File: config.mk
export PLATFORM = sky130hd
export DESIGN_NAME = fetch_unit
export DESIGN_NICKNAME = d
export VERILOG_FILES = /design/src/rtl/fetch_unit_pkg.sv /design/src/rtl/fetch_unit.sv
export SDC_FILE = /design/constraint.sdc
export NUM_CORES = 1
export LEC_CHECK = 0
export ABC_AREA = 1
export CAP_MARGIN = 5
export CORE_AREA = 2 2 103 85
export CTS_BUF_LIST = sky130_fd_sc_hd__clkbuf_4 sky130_fd_sc_hd__clkbuf_8
export DETAILED_ROUTE_END_ITERATION = 8
export DIE_AREA = 0 0 105 87
export DONT_BUFFER_PORTS = 1
export PLACE_DENSITY_LB_ADDON = 0.25
export SYNTH_ARGS = -nofsm -noshare
export SYNTH_HDL_FRONTEND = slang
export SYNTH_SLANG_ARGS = --single-unit
File: constraint.sdc
create_clock -name clk -period 3.1 [get_ports clk]
set_input_delay 0.465 -clock clk [delete_from_list [all_inputs] [get_ports clk]]
set_output_delay 0.465 -clock clk [all_outputs]
set_load 0.01 [all_outputs]
File: src/rtl/fetch_unit_pkg.sv
// Shared types and constants for the instruction fetch responder.
// The state encoding and word geometry live here so controller-side code can reuse them.
package fetch_unit_pkg;

   localparam int unsigned WORD        = 16;
   localparam int unsigned BYTE_W      = 8;
   localparam int unsigned FETCH_BYTES = 4;

   typedef enum logic [2:0] {
      FETCH_IDLE  = 3'd0,
      FETCH_ISSUE = 3'd1,
      FETCH_WAIT  = 3'd2,
      FETCH_NEXT  = 3'd3,
      FETCH_DONE  = 3'd4
   } fetch_state_e;

   // Little-endian assembly of two consecutive bytes into one word.
   function automatic logic [WORD-1:0] le_word(input logic [BYTE_W-1:0] lo,
                                               input logic [BYTE_W-1:0] hi);
      return {hi, lo};
   endfunction

endpackage

File: src/rtl/fetch_unit.sv
// Instruction fetch responder: reads instruction + immediate (4 bytes) over a
// byte-wide fixed-latency memory port and returns both words with a done pulse.
module fetch_unit
   import fetch_unit_pkg::*;
#(
   parameter int unsigned ADDR_W  = 16,
   parameter int unsigned MEM_LAT = 1
) (
   input  logic              clk,
   input  logic              rst,
   input  logic              fetch,
   input  logic [ADDR_W-1:0] fetch_addr,
   output logic              busy,
   output logic              done,
   output logic [WORD-1:0]   instr,
   output logic [WORD-1:0]   imm,
   output logic              misalign,
   output logic              mem_re,
   output logic [ADDR_W-1:0] mem_addr,
   input  logic [BYTE_W-1:0] mem_rdata
);

   localparam int unsigned CNT_W = (MEM_LAT < 2) ? 1 : $clog2(MEM_LAT + 1);
   localparam int unsigned K_W   = $clog2(FETCH_BYTES);

   fetch_state_e                         state;
   logic [ADDR_W-1:0]                    base;
   logic [K_W-1:0]                       k;
   logic [K_W-1:0]                       k_next;
   logic [CNT_W-1:0]                     cnt;
   logic [FETCH_BYTES-1:0][BYTE_W-1:0]   slots;

   assign k_next = k + 1'b1;

   // Outputs are registered; mem_re is set on entry to ISSUE, done is raised
   // in the second cycle of DONE so the DONE state covers the done cycle too.
   always_ff @(posedge clk or posedge rst) begin
      if (rst) begin
         state    <= FETCH_IDLE;
         base     <= '0;
         k        <= '0;
         cnt      <= '0;
         slots    <= '0;
         busy     <= 1'b0;
         done     <= 1'b0;
         misalign <= 1'b0;
         instr    <= '0;
         imm      <= '0;
         mem_re   <= 1'b0;
         mem_addr <= '0;
      end else begin
         mem_re <= 1'b0;
         case (state)
            FETCH_IDLE: begin
               if (fetch) begin
                  base     <= fetch_addr;
                  k        <= '0;
                  busy     <= 1'b1;
                  misalign <= 1'b0;
                  if (fetch_addr[0]) begin
                     state <= FETCH_DONE;
                  end else begin
                     mem_re   <= 1'b1;
                     mem_addr <= fetch_addr;
                     state    <= FETCH_ISSUE;
                  end
               end
            end
            FETCH_ISSUE: begin
               cnt   <= CNT_W'(MEM_LAT);
               state <= FETCH_WAIT;
            end
            FETCH_WAIT: begin
               cnt <= cnt - 1'b1;
               if (cnt == CNT_W'(1)) begin
                  slots[k] <= mem_rdata;
                  state    <= FETCH_NEXT;
               end
            end
            FETCH_NEXT: begin
               if (k == K_W'(FETCH_BYTES - 1)) begin
                  state <= FETCH_DONE;
               end else begin
                  k        <= k_next;
                  mem_re   <= 1'b1;
                  mem_addr <= base + ADDR_W'(k_next);
                  state    <= FETCH_ISSUE;
               end
            end
            FETCH_DONE: begin
               if (!done) begin
                  done     <= 1'b1;
                  misalign <= base[0];
                  instr    <= base[0] ? '0 : le_word(slots[0], slots[1]);
                  imm      <= base[0] ? '0 : le_word(slots[2], slots[3]);
               end else begin
                  done  <= 1'b0;
                  busy  <= 1'b0;
                  state <= FETCH_IDLE;
               end
            end
            default: state <= FETCH_IDLE;
         endcase
      end
   end

endmodule

==> metrics <==
Slew Limit Fails 0; ports placed on the boundary 79; final core utilization 0.605; number of antenna violations at the first check in global routing 0; Starting Density 0.573; fraction of synthesized cell area taken by the top area cell type 0.566; floorplan core area 0.00818 mm^2; most common flop cell mapped by yosys dfrtp_1; detailed placement HPWL 6830 um; post-route insts no fill 649; Synthesis Warnings 0; maximum ir drop on the vdd rail 0.532 mV; total DRC errors in the routed layout 0; run status completed; share of synthesized flip-flops with an asynchronous set or reset 1.00; simple-gate share of the synthesized area 0.278; clock root cell clkbuf_8; main combinational cell family by area after synthesis simple AND/OR/NAND/NOR gates; Comb power frac 0.327; Max clock buf depth 2; relative contribution of sequential cells to total power 0.517; total leakage power 2.51 nW; cell area after technology mapping 0.00469 mm^2; Critical Path AT 2.36 ns; vertical die dimension 87 um; Final setup viols 0; growth of design area from synthesis to finish 5.61%; worst slew slack as a fraction of its limit 0.320; number of fill cells in the layout 723; number of enable-type register cells in the synthesized netlist 0; class of the most critical hold timing path input port to async pin; adder-cell area share of the yosys netlist 0.0203; register-to-register setup slack 1.00 ns; CP required 3.36 ns; per-cell via count in the routed design 5.37; total via count after detailed routing 3,482; kind of capture point of the worst setup path flip-flop; detailed-router iteration count before antenna repair 5; antenna cell count 0; Die Area 0.00914 mm^2; hold buffers post-CTS 0; count of instances resized after the clock tree is built 0; DP Area 0.00477 mm^2; number of DRC violations after detailed-routing iteration 0 216; total congestion overflow after global routing 0; number of nets at the end of the flow 566; minimum hold slack 0.131 ns; count of state elements after synthesis 106; TritonCTS buffer count 9; Most Used Layer, Global Route met1; first-pass GRT wire length 16,700 um; most frequent cell after synthesis nand2_1; PD cells 1030 mW/mm^2; post-route minimum period 2.10 ns; complex-gate fraction of the synthesized area 0.0689; routability congestion estimate 0.889; Area contributors post-synth dfrtp_1, nand2_1, nand3_1; Setup TNS Final 0 ns; clock latency of the later-clocked register in the worst-skew pair 0.37 ns; largest area contributor in the netlist dfrtp_1; Cell Rows 30; switching fraction of total power 0.425; number of maximum-capacitance constraint violations 0; via count of the first global-routing pass 3,287; count of buffers inserted at the top-level ports 0; met2 Use GR 0.323; maximum number of pins on one net before global-route repair 51; mean instance size in the synthesized netlist 8.73 um^2; post-synthesis xor/xnor area fraction 0.00561; Fin. Hold Viols 0; Die Span X 105 um; number of cells after detailed placement 633; Tot Pwr 5.08 mW; slew at the pin closest to its max-slew limit 1.02 ns; global-route total usage across every layer 0.233; overall routed net length 9990 um; Max Freq 0.477 GHz; unrepaired setup endpoints after global routing false; CP Launch Point k[0]; critical register-to-register path endpoint mem_addr[13]; global routing usage on met3 0.0621; post-route design area 0.00495 mm^2; DP Worst Slack 1.03 ns; type of element launching the critical path flip-flop; sw power 2.16 mW; TritonCTS clock tree yes; worst-case setup margin in the final layout 1.00 ns; Final ANT Viol Nets 0; total area of sequential cells 0.00265 mm^2; number of sinks driven by the clock tree 106; Internal Power 2.92 mW; layout cell share with drive strength beyond 1 0.0894; fraction of met1 tracks used by global routing 0.355; clock skew 0.0116 ns; cell count after synthesis 537; portion of the clock cycle consumed by the worst path in the final layout 0.676; buffers inserted during post-CTS setup optimization 0; Worst Reg2Reg Path Length in Cells 10; sequential share of the synthesized area 0.566; area of combinational cells with multiple inputs 0.00180 mm^2; Mapped Nets 571; worst setup path category flip-flop to flip-flop; number of levels the H-tree was split into 3; cell types with the highest counts after synthesis nand2_1, dfrtp_1, nand3_1; average wire per standard cell 15.4 um; maximum net fanout on the critical path 8; clock edge transition at the registers on the reported setup and hold paths 0.09 ns; multiplexer share of the synthesized area 0.0120; post-synth cell types 29; Clock Power Share 0.156; beginning of the worst register-to-register path k[0]
-- kinds of logic (layout without fill, tap and decap cells) --
| logic type | count (synthesis) | count (layout) |
|---|---|---|
| mux | 5 | 5 |
| flops | 106 | 106 |
| xor+xnor | 3 | 3 |
| fa+ha+maj | 7 | 7 |
| compound gates | 59 | 59 |
| simple gates | 303 | 303 |
| buf+inv | 54 | 54 |
-- cell usage in the layout, fill, tap and decap left out, types with 3 or more instances in the layout --
| master | count |
|---|---|
| nand2_1 | 185 |
| dfrtp_1 | 106 |
| nand3_1 | 56 |
| nor2_1 | 38 |
| o21ai_0 | 36 |
| inv_1 | 28 |
| clkbuf_8 | 10 |
| o21ai_1 | 8 |
| nand2_2 | 7 |
| inv_2 | 6 |
| a21oi_1 | 6 |
| ha_1 | 6 |
| nand4_1 | 5 |
| mux2_2 | 5 |
| nor2_4 | 4 |
| o211ai_1 | 4 |
| a31oi_1 | 3 |
| xor2_1 | 3 |
-- routing by layer --
| layer | vias up | wire length, um |
|---|---|---|
| met3 | 7 | 668 |
| met4 | 0 | 107 |
| li1 | 1725 | - |
| met1 | 1650 | 4890 |
| met5 | - | 0 |
| met2 | 100 | 4320 |
-- power by group through the flow --
stage	Clock (mW)	Sequential, mW	Combinational, mW
after floorplan	0	2.51	1.39
after global placement	0	2.63	1.62
after detailed placement	0	2.65	1.66
after CTS	0.811	2.63	1.68
after global routing	0.867	2.71	1.94
final	0.791	2.63	1.66
-- worst max path at each step --
stage / endpoint / slack, ns
after floorplan: mem_addr[13] / 1.24
after global placement: mem_addr[13] / 1.07
after detailed placement: mem_addr[13] / 1.03
after CTS: mem_addr[13] / 1.01
after global routing: mem_addr[15] / 0.87
final: mem_addr[13] / 1.00
-- worst max-delay path, cell delays in order, from the launching register on --
cell and delay, ns:
dfrtp_1 0.42, inv_1 0.10, ha_1 0.35, ha_1 0.29
nand3_1 0.07, nand2_1 0.23, nand2_1 0.15, o21ai_0 0.17
nand3_1 0.09, nand2_1 0.07, nand2_1 0.04
-- final cells by class --
| type | count | area share |
|---|---|---|
| clock buffer | 11 | 0.0293 |
| clock inverter | 5 | 0.00733 |
| inverter | 35 | 0.0273 |
| multi-input combinational | 377 | 0.365 |
| sequential | 106 | 0.536 |
| tap | 112 | 0.0283 |
| timing repair buffer | 3 | 0.00708 |
-- state kept, by name, indices dropped and copies added, names as in the netlist --
signal / count
slots: 32
base: 16
imm: 16
instr: 16
mem_addr: 16
state: 3
k: 2
busy: 1
cnt: 1
done: 1
mem_re: 1
misalign: 1
Note: power is estimated with default switching activity, not from simulation.
